$ cat config.mk
export PLATFORM = sky130hd
export DESIGN_NAME = input_debouncer
export DESIGN_NICKNAME = d
export VERILOG_FILES = /design/src/rtl/debounce_pkg.sv /design/src/rtl/debounce_channel.sv /design/src/rtl/input_debouncer.sv
export SDC_FILE = /design/constraint.sdc
export NUM_CORES = 1
export LEC_CHECK = 0
export ABC_AREA = 1
export CAP_MARGIN = 10
export CORE_UTILIZATION = 55
export CTS_CLUSTER_SIZE = 8
export DETAILED_ROUTE_END_ITERATION = 8
export PLACE_DENSITY = 0.82
export SETUP_SLACK_MARGIN = 0.15
export SLEW_MARGIN = 5
export SYNTH_ARGS = -nofsm -noshare
export SYNTH_HDL_FRONTEND = slang
export SYNTH_SLANG_ARGS = --single-unit
export TNS_END_PERCENT = 20
$ cat constraint.sdc
create_clock -name clk -period 2.95 [get_ports clk]
set_input_delay 0.295 -clock clk [delete_from_list [all_inputs] [get_ports clk]]
set_output_delay 0.295 -clock clk [all_outputs]
set_load 0.02 [all_outputs]
$ cat src/rtl/debounce_pkg.sv
`default_nettype none
// +--------------------------------------------------------------------------+
// | Module   : debounce_pkg                                                  |
// | Purpose  : Shared types and constants for the input debouncer: the       |
// |            per-channel FSM state encoding, the default debounce length   |
// |            and the counter-width helper.                                 |
// | Revision : 1.0 - initial release                                         |
// +--------------------------------------------------------------------------+
package debounce_pkg;

  // Per-channel debounce state. The two IDLE states hold a settled level;
  // the two PEND states are counting towards accepting the opposite level.
  typedef enum logic [1:0] {
    IDLE_LO = 2'd0,
    PEND_HI = 2'd1,
    IDLE_HI = 2'd2,
    PEND_LO = 2'd3
  } deb_state_e;

  // Default number of stable synchronized cycles needed to accept a change.
  localparam int DEFAULT_DEBOUNCE_CYCLES = 4;

  // Largest supported debounce length (keeps the counter at 16 bits max).
  localparam int MAX_DEBOUNCE_CYCLES = 65535;

  // Counter just wide enough to hold the value DEBOUNCE_CYCLES itself.
  function automatic int cnt_width(input int cycles);
    return $clog2(cycles + 1);
  endfunction

endpackage : debounce_pkg
`default_nettype wire

$ cat src/rtl/debounce_channel.sv
`default_nettype none
// +--------------------------------------------------------------------------+
// | Module   : debounce_channel                                              |
// | Purpose  : One debounced input bit: two-flop synchronizer, four-state    |
// |            debounce FSM with saturating-by-construction counter, and     |
// |            optional registered rise/fall edge pulses.                    |
// | Config   : DEBOUNCER_EDGE_PULSE_EN - when defined, rise_pulse and        |
// |            fall_pulse are live registered pulses; when undefined they    |
// |            are tied to 0 and no pulse flops exist.                       |
// | Revision : 1.0 - initial release                                         |
// +--------------------------------------------------------------------------+
module debounce_channel
  import debounce_pkg::*;
#(
  // Legal range 1..MAX_DEBOUNCE_CYCLES.
  parameter int DEBOUNCE_CYCLES = DEFAULT_DEBOUNCE_CYCLES
) (
  input  logic clk,
  input  logic rst,
  input  logic raw_in,
  output logic clean_out,
  output logic rise_pulse,
  output logic fall_pulse
);

  localparam int               CNT_W      = cnt_width(DEBOUNCE_CYCLES);
  localparam logic [CNT_W-1:0] CNT_ONE    = CNT_W'(1);
  localparam logic [CNT_W-1:0] CNT_TARGET = CNT_W'(DEBOUNCE_CYCLES);

  // Synchronizer stages: meta_q may go metastable, only sync_q is consumed.
  logic meta_q;
  logic sync_q;

  // FSM state, counter and debounced level.
  deb_state_e       state_q, state_d;
  logic [CNT_W-1:0] cnt_q,   cnt_d;
  logic             clean_q, clean_d;

  // Single-cycle strobes marking the edge on which a new level is accepted.
  logic accept_rise;
  logic accept_fall;

  // Bring the asynchronous input into the clock domain.
  always_ff @(posedge clk or posedge rst) begin
    if (rst) begin
      meta_q <= 1'b0;
      sync_q <= 1'b0;
    end else begin
      meta_q <= raw_in;
      sync_q <= meta_q;
    end
  end

  // Next-state logic: any disagreeing sample in a PEND state drops back to
  // IDLE, so the count always restarts from scratch after a bounce. The
  // counter stops at CNT_TARGET because reaching it leaves the PEND state.
  always_comb begin
    state_d     = state_q;
    cnt_d       = cnt_q;
    accept_rise = 1'b0;
    accept_fall = 1'b0;
    case (state_q)
      IDLE_LO: begin
        if (sync_q) begin
          state_d = PEND_HI;
          cnt_d   = CNT_ONE;
        end else begin
          cnt_d   = '0;
        end
      end
      PEND_HI: begin
        if (!sync_q) begin
          state_d = IDLE_LO;
          cnt_d   = '0;
        end else if (cnt_q == CNT_TARGET) begin
          state_d     = IDLE_HI;
          cnt_d       = '0;
          accept_rise = 1'b1;
        end else begin
          cnt_d   = cnt_q + CNT_ONE;
        end
      end
      IDLE_HI: begin
        if (!sync_q) begin
          state_d = PEND_LO;
          cnt_d   = CNT_ONE;
        end else begin
          cnt_d   = '0;
        end
      end
      PEND_LO: begin
        if (sync_q) begin
          state_d = IDLE_HI;
          cnt_d   = '0;
        end else if (cnt_q == CNT_TARGET) begin
          state_d     = IDLE_LO;
          cnt_d       = '0;
          accept_fall = 1'b1;
        end else begin
          cnt_d   = cnt_q + CNT_ONE;
        end
      end
      default: begin
        state_d = IDLE_LO;
        cnt_d   = '0;
      end
    endcase
  end

  // Debounced level only moves on an accept strobe.
  always_comb begin
    clean_d = clean_q;
    if (accept_rise) begin
      clean_d = 1'b1;
    end else if (accept_fall) begin
      clean_d = 1'b0;
    end
  end

  // FSM, counter and output level registers.
  always_ff @(posedge clk or posedge rst) begin
    if (rst) begin
      state_q <= IDLE_LO;
      cnt_q   <= '0;
      clean_q <= 1'b0;
    end else begin
      state_q <= state_d;
      cnt_q   <= cnt_d;
      clean_q <= clean_d;
    end
  end

  assign clean_out = clean_q;

`ifdef DEBOUNCER_EDGE_PULSE_EN
  logic rise_q;
  logic fall_q;

  // Pulses register alongside clean_q so they coincide with the new level.
  always_ff @(posedge clk or posedge rst) begin
    if (rst) begin
      rise_q <= 1'b0;
      fall_q <= 1'b0;
    end else begin
      rise_q <= accept_rise;
      fall_q <= accept_fall;
    end
  end

  assign rise_pulse = rise_q;
  assign fall_pulse = fall_q;
`else
  assign rise_pulse = 1'b0;
  assign fall_pulse = 1'b0;
`endif

endmodule : debounce_channel
`default_nettype wire

$ cat src/rtl/input_debouncer.sv
`default_nettype none
// +--------------------------------------------------------------------------+
// | Module   : input_debouncer                                               |
// | Purpose  : NUM_CH independent debounced inputs. Each bit gets its own    |
// |            synchronizer, debounce FSM and counter; a change held on      |
// |            raw_in appears on clean_out DEBOUNCE_CYCLES+2 edges after it  |
// |            is first sampled.                                             |
// | Config   : DEBOUNCER_EDGE_PULSE_EN - enables registered rise_pulse /     |
// |            fall_pulse outputs; otherwise both are constant 0.            |
// | Revision : 1.0 - initial release                                         |
// +--------------------------------------------------------------------------+
module input_debouncer
  import debounce_pkg::*;
#(
  // Consecutive stable synchronized cycles to accept a change, 1..65535.
  parameter int DEBOUNCE_CYCLES = DEFAULT_DEBOUNCE_CYCLES,
  // Number of independent channels.
  parameter int NUM_CH          = 2
) (
  input  logic              clk,
  input  logic              rst,
  input  logic [NUM_CH-1:0] raw_in,
  output logic [NUM_CH-1:0] clean_out,
  output logic [NUM_CH-1:0] rise_pulse,
  output logic [NUM_CH-1:0] fall_pulse
);

  // One self-contained debounce channel per input bit; no shared state.
  for (genvar ch = 0; ch < NUM_CH; ch++) begin : g_ch
    debounce_channel #(
      .DEBOUNCE_CYCLES (DEBOUNCE_CYCLES)
    ) u_channel (
      .clk        (clk),
      .rst        (rst),
      .raw_in     (raw_in[ch]),
      .clean_out  (clean_out[ch]),
      .rise_pulse (rise_pulse[ch]),
      .fall_pulse (fall_pulse[ch])
    );
  end

endmodule : input_debouncer
`default_nettype wire

Yosys cells after proc, flatten, opt, wreduce, memory -nomap -nowiden
Cells that the tools add are included.
{"block": "classes", "add_sub_neg": 2, "mul": 0, "n_div": 0, "n_lt_le_gt_ge": 0, "eq_ne": 16, "shift": 0, "muxes": 40, "bitwise_logic": 0, "reduce_logical": 6}
{"operator": "$mux 2", "n": 12}
{"operator": "$pmux 3 s4", "n": 2}
{"operator": "$mux 1", "n": 18}
{"operator": "$mux 3", "n": 6}
{"operator": "$pmux 2 s4", "n": 2}
{"operator": "$eq 2x2->1 const B", "n": 4}
{"operator": "$reduce_and 4->1", "n": 2}
{"operator": "$add 3x1->3 const B", "n": 2}
{"operator": "$eq 3x3->1 const B", "n": 2}
{"operator": "$ne 3x1->1 const B", "n": 2}
{"operator": "$ne 3x3->1 const B", "n": 2}
{"operator": "$eq 2x1->1 const B", "n": 2}
{"operator": "$logic_not 2->1", "n": 2}
{"operator": "$ne 2x1->1 const B", "n": 2}
{"operator": "$ne 2x2->1 const B", "n": 2}
{"operator": "$reduce_bool 2->1", "n": 2}
{"block": "totals", "ff_bits": 16, "latchBits": 0, "mem_bits_rw": 0, "mem_bits_ro": 0, "input_bits": 4, "output_inout_bits": 6, "elab_cells": 74, "mem_count": 0}

Longest topological paths before layout
{"block": "depth", "depth_word": 6, "ltp_mapped": 7}

Cells and area by module
A second synthesis with hierarchy kept.
{"block": "hier_totals", "hier_cells": 88, "hier_area_um2": 788.3}
{"mod": "debounce_channel", "n_inst": 2, "cells_each": 44, "area_per_inst_um2": 394.1}

Worst setup path after synthesis
OpenSTA, ideal clock, no wires.
{"block": "synth_timing", "path_kind": "flip-flop to flip-flop", "startpoint": "reg g_ch[0].u_channel.cnt_q[0]", "endpoint": "reg with a tool-made name", "arrival_ns": 0.934, "required_ns": 2.824, "setup_slack_ns": 1.890, "stages_incl_launch_ff": 8, "path_buffers": 0, "cell_sequence": "dfrtp_1 > inv_1 > ha_1 > nand2_1 > inv_1 > nand2_1 > nand2_1 > o21ai_0"}
{"element": "start: declaration", "line_no": "debounce_channel.sv:36", "source": "logic [CNT_W-1:0] cnt_q, cnt_d;"}
{"element": "start signal: assignment", "line_no": "debounce_channel.sv:128", "source": "cnt_q <= cnt_d;"}

Worst setup path in the final report
{"block": "layout_timing", "startpoint": "reg g_ch[1].u_channel.clean_q", "endpoint": "out clean_out[1]"}
{"element": "start: declaration", "line_no": "debounce_channel.sv:37", "source": "logic clean_q, clean_d;"}
{"element": "start signal: assignment", "line_no": "debounce_channel.sv:129", "source": "clean_q <= clean_d;"}
{"element": "end: declaration", "line_no": "input_debouncer.sv:23", "source": "output logic [NUM_CH-1:0] clean_out,"}
No word-level cell between the ends.

==> run summary <==
The analysis attributes to cell leakage a power of 0.4213 nW. The pre-CTS worst setup slack is 1.727 ns, and the overflow left after global routing is 0. The hold violation count in the final report was 0. The logs give 0.001749 ns for the clock tree skew after final layout and 13 for the number of cell rows. Walking the worst path, the cells encountered are clkdlybuf4s50_1.

The count of buffer and inverter cells on the critical path was 1. In the post-synthesis netlist, the biggest area contributors are dfrtp_1 53%, inv_1 7.9%, nand2_1 7.9%. The maximum number of pins on one net before global-route repair came out at 17.

The normalized max-slew margin is 61.53%, and the total global routing track utilization is 19.85%. The buffer cell driving the clock tree root was clkbuf_4. The run gives 0.28 ns as the clock latency at the later pin of the worst-skew pair. The share of power burned in combinational logic is 25.3%, and the number of instances in the synthesized netlist is 84. The nature of the critical path endpoint is an output pin. The arrival time at the worst endpoint is 1.24 ns, and the via count is 504. Diode insertion count for antenna repair: 0. For the final routed database, the setup TNS stands at 0 ns. At the pin with the least slew margin, the transition time is 0.5764 ns. The buffer count from post-CTS setup fixing is 0, and the clock period minus worst slack is 1.537 ns. The classification of the worst setup path is reg2out.

IR analysis of the VDD net gives a maximum drop of 357.7 µV. In this run, post-CTS hold repair placed 0 buffers. The tools report the synthesized area as 759.5 µm². The share of total power consumed by net switching was 32.88%. The met1 layer wirelength in the final routing is 488 µm.

The share of total power dissipated in sequential elements is 53.8%. Counting the buffers created by CTS gives 3. The width of the chip works out to 39.16 µm. The worst hold path belongs to the class in2async.

The floorplan step defined a core boundary enclosing 1285 µm². For the sum of internal, switching and leakage power, the log shows 0.0005313 W. The share of total power dissipated in the clock network is 20.9%.

For the clock sink total, the log shows 16. The power per unit of standard cell area is 659.3 nW/µm². No sink is reached through more buffers than the 2 on the longest clock path. The routability congestion estimate came out at 0.7305. In the final routed layout, each cell accounts on average for 11.21 µm. The run gives 59.10% as the initial standard-cell utilization of the core.

The cell with the largest stage delay on the worst path was clkdlybuf4s50_1. Setup repair after global routing left no endpoint under its margin. After synthesis, the netlist uses 17 different library cells.

For the utilization of the core after routing, the log shows 62.71%. The run finished with clean final reports. The logs give 10 for the boundary pin count and 0 for the number of max-capacitance violations reported. The floorplan die height is 39.16 µm. The layout has 113 filler cells.

The run gives 1 as the first-iteration detailed-routing DRC count. Static timing analysis puts the maximum clock frequency at 650.7 MHz. The logs give 0.3595 ns for the worst hold slack across all endpoints and 881.9 µm for the half-perimeter wire length of the detailed placement result.

For this run, design rule violations remaining after detail routing come to 0. The net switching power of the design came out at 0.0001747 W. The kind of cell with the highest combined delay along the critical path is buffers and inverters. After the last flow step, the layout net total stands at 98.

The most area-hungry cell type in the Yosys netlist was dfrtp_1. Of all nets on the critical path, the largest fanout is 2. Routed wire length on met2: 602 µm. The number of detailed-routing iterations run before antenna repair is 2, and the peak per-stage delay on the critical path is 0.60 ns. Data on the critical path is required at its endpoint by 2.65 ns. After clock tree synthesis, the clock-pin slew on the worst setup and hold paths is 0.09 ns.

TritonCTS built the clock tree. The count of nets left with antenna violations once routing finished came out at 0. The cell-internal power came out at 0.0003566 W. Total of buffers placed on input and output ports: 5. Setup slack closes at 1.413 ns.

The uppermost layer routed is met4. Compared with the post-synthesis result, the final layout area differs by 6.096%. The synthesized design devotes to its leading area cell type 52.72% of total area. The routed design has 1155 µm of wire. The first-pass GRT wire length was 1952 µm. Die area: 1534 µm². In the final layout, the share of cells above drive strength 1 is 4.545%.

The mean area per synthesized cell was 9.041 µm². The number of max-slew violations in the final report was 0. The setup violation total in the final timing report was 0. The run gives 0 as the number of instances resized during post-cts repair.

The level count of the clock H-tree came out at 1. The synthesized design contains 16 register bits. Detailed route wirelength on metal3: 25 µm.

The logs give 495 for the via count of the first global-routing pass and 0 for the count of warnings emitted by yosys. The share of the Yosys chip area taken by registers is 52.72%. The final critical path takes up 52.09% of the cycle. The tools report the nature of the critical path startpoint as a flop. Dividing the detail-routed via count by the number of cells gives 4.893. For the initial antenna violation count, the log shows 0.
## final timing paths
| kind | startpoint | end | slack [ns] | cells after the start |
|---|---|---|---|---|
| worst max-delay path | g_ch[1].u_channel.clean_out | clean_out[1] | 1.41 | 1 |
| worst min-delay path | rst | g_ch[1].u_channel.sync_q | 0.36 | 2 |
| worst max register to register | g_ch[0].u_channel.cnt_q[0] | flop | 1.72 | 7 |
| worst min register to register | g_ch[1].u_channel.meta_q | g_ch[1].u_channel.sync_q | 0.36 | 0 |
| max in group asynchronous | rst | g_ch[0].u_channel.cnt_q[1] | 2.21 | 2 |
| min in group clk | g_ch[1].u_channel.meta_q | g_ch[1].u_channel.sync_q | 0.36 | 0 |
## cell usage in the layout, fill, tap and decap left out, drive strengths merged
master / count
nand2: 16
ha: 4
xor2: 2
clkbuf: 3
xnor2: 1
o21ai: 5
conb: 4
clkdlybuf4s50: 5
nand4: 1
dfrtp: 16
nor3: 3
nor2: 7
inv: 16
a21oi: 1
nand3: 4
## kinds of logic (layout without fill, tap and decap cells)
| logic type | count (synthesis) | count (layout) | share of synthesized area (%) |
|---|---|---|---|
| AOI/OAI and AO/OA | 6 | 6 | 3.953 |
| xor gates and xnor gates | 3 | 3 | 3.460 |
| adders and majority gates | 4 | 4 | 6.590 |
| buffers and inverters | 23 | 24 | 15.32 |
| DFF | 16 | 16 | 52.72 |
| other | 1 | 4 | 0.4938 |
| and+or+nand+nor | 31 | 31 | 17.46 |
## per-layer routing
layer / up-vias / GRT usage, %
met3: 6 / 2.312
li1: 252 / -
met4: 0 / 12.93
met5: - / 0
met1: 235 / 21.76
met2: 11 / 35.42
## per-stage QoR
| step | instance area, µm² | cells |
|---|---|---|
| after global routing | 805.8 | 103 |
| after global placement | 783.3 | 100 |
| after floorplan | 770.7 | 87 |
| after detailed placement | 783.3 | 100 |
| after CTS | 805.8 | 103 |
| final | 805.8 | 103 |
## synth_stat cells, drive strengths merged
cell and count:
nor3 3, conb 1, nand3 4, ha 4
o21ai 5, buf 7, dfrtp 16, a21oi 1
nor2 7, xor2 2, xnor2 1, nand4 1
inv 16, nand2 16
## power by group through the flow
stage	logic, W	clock network, W	registers, W
after CTS	0.000135	0.000111	0.000286
after floorplan	0.000110	0	0.000281
after global placement	0.000121	0	0.000287
final	0.000134	0.000111	0.000286
after detailed placement	0.000134	0	0.000290
after global routing	0.000159	0.000120	0.000291
## layout make-up
cell class                 count  area (µm²)  area share [%]
sequential                    16       400.4           49.69
multi-input combinational     48       254.0           31.52
inverter                      16       60.06           7.453
timing repair buffer           5       50.05           6.211
clock buffer                   3       22.52           2.795
tap                           15       18.77           2.329
Note: power is estimated with default switching activity, not from simulation.
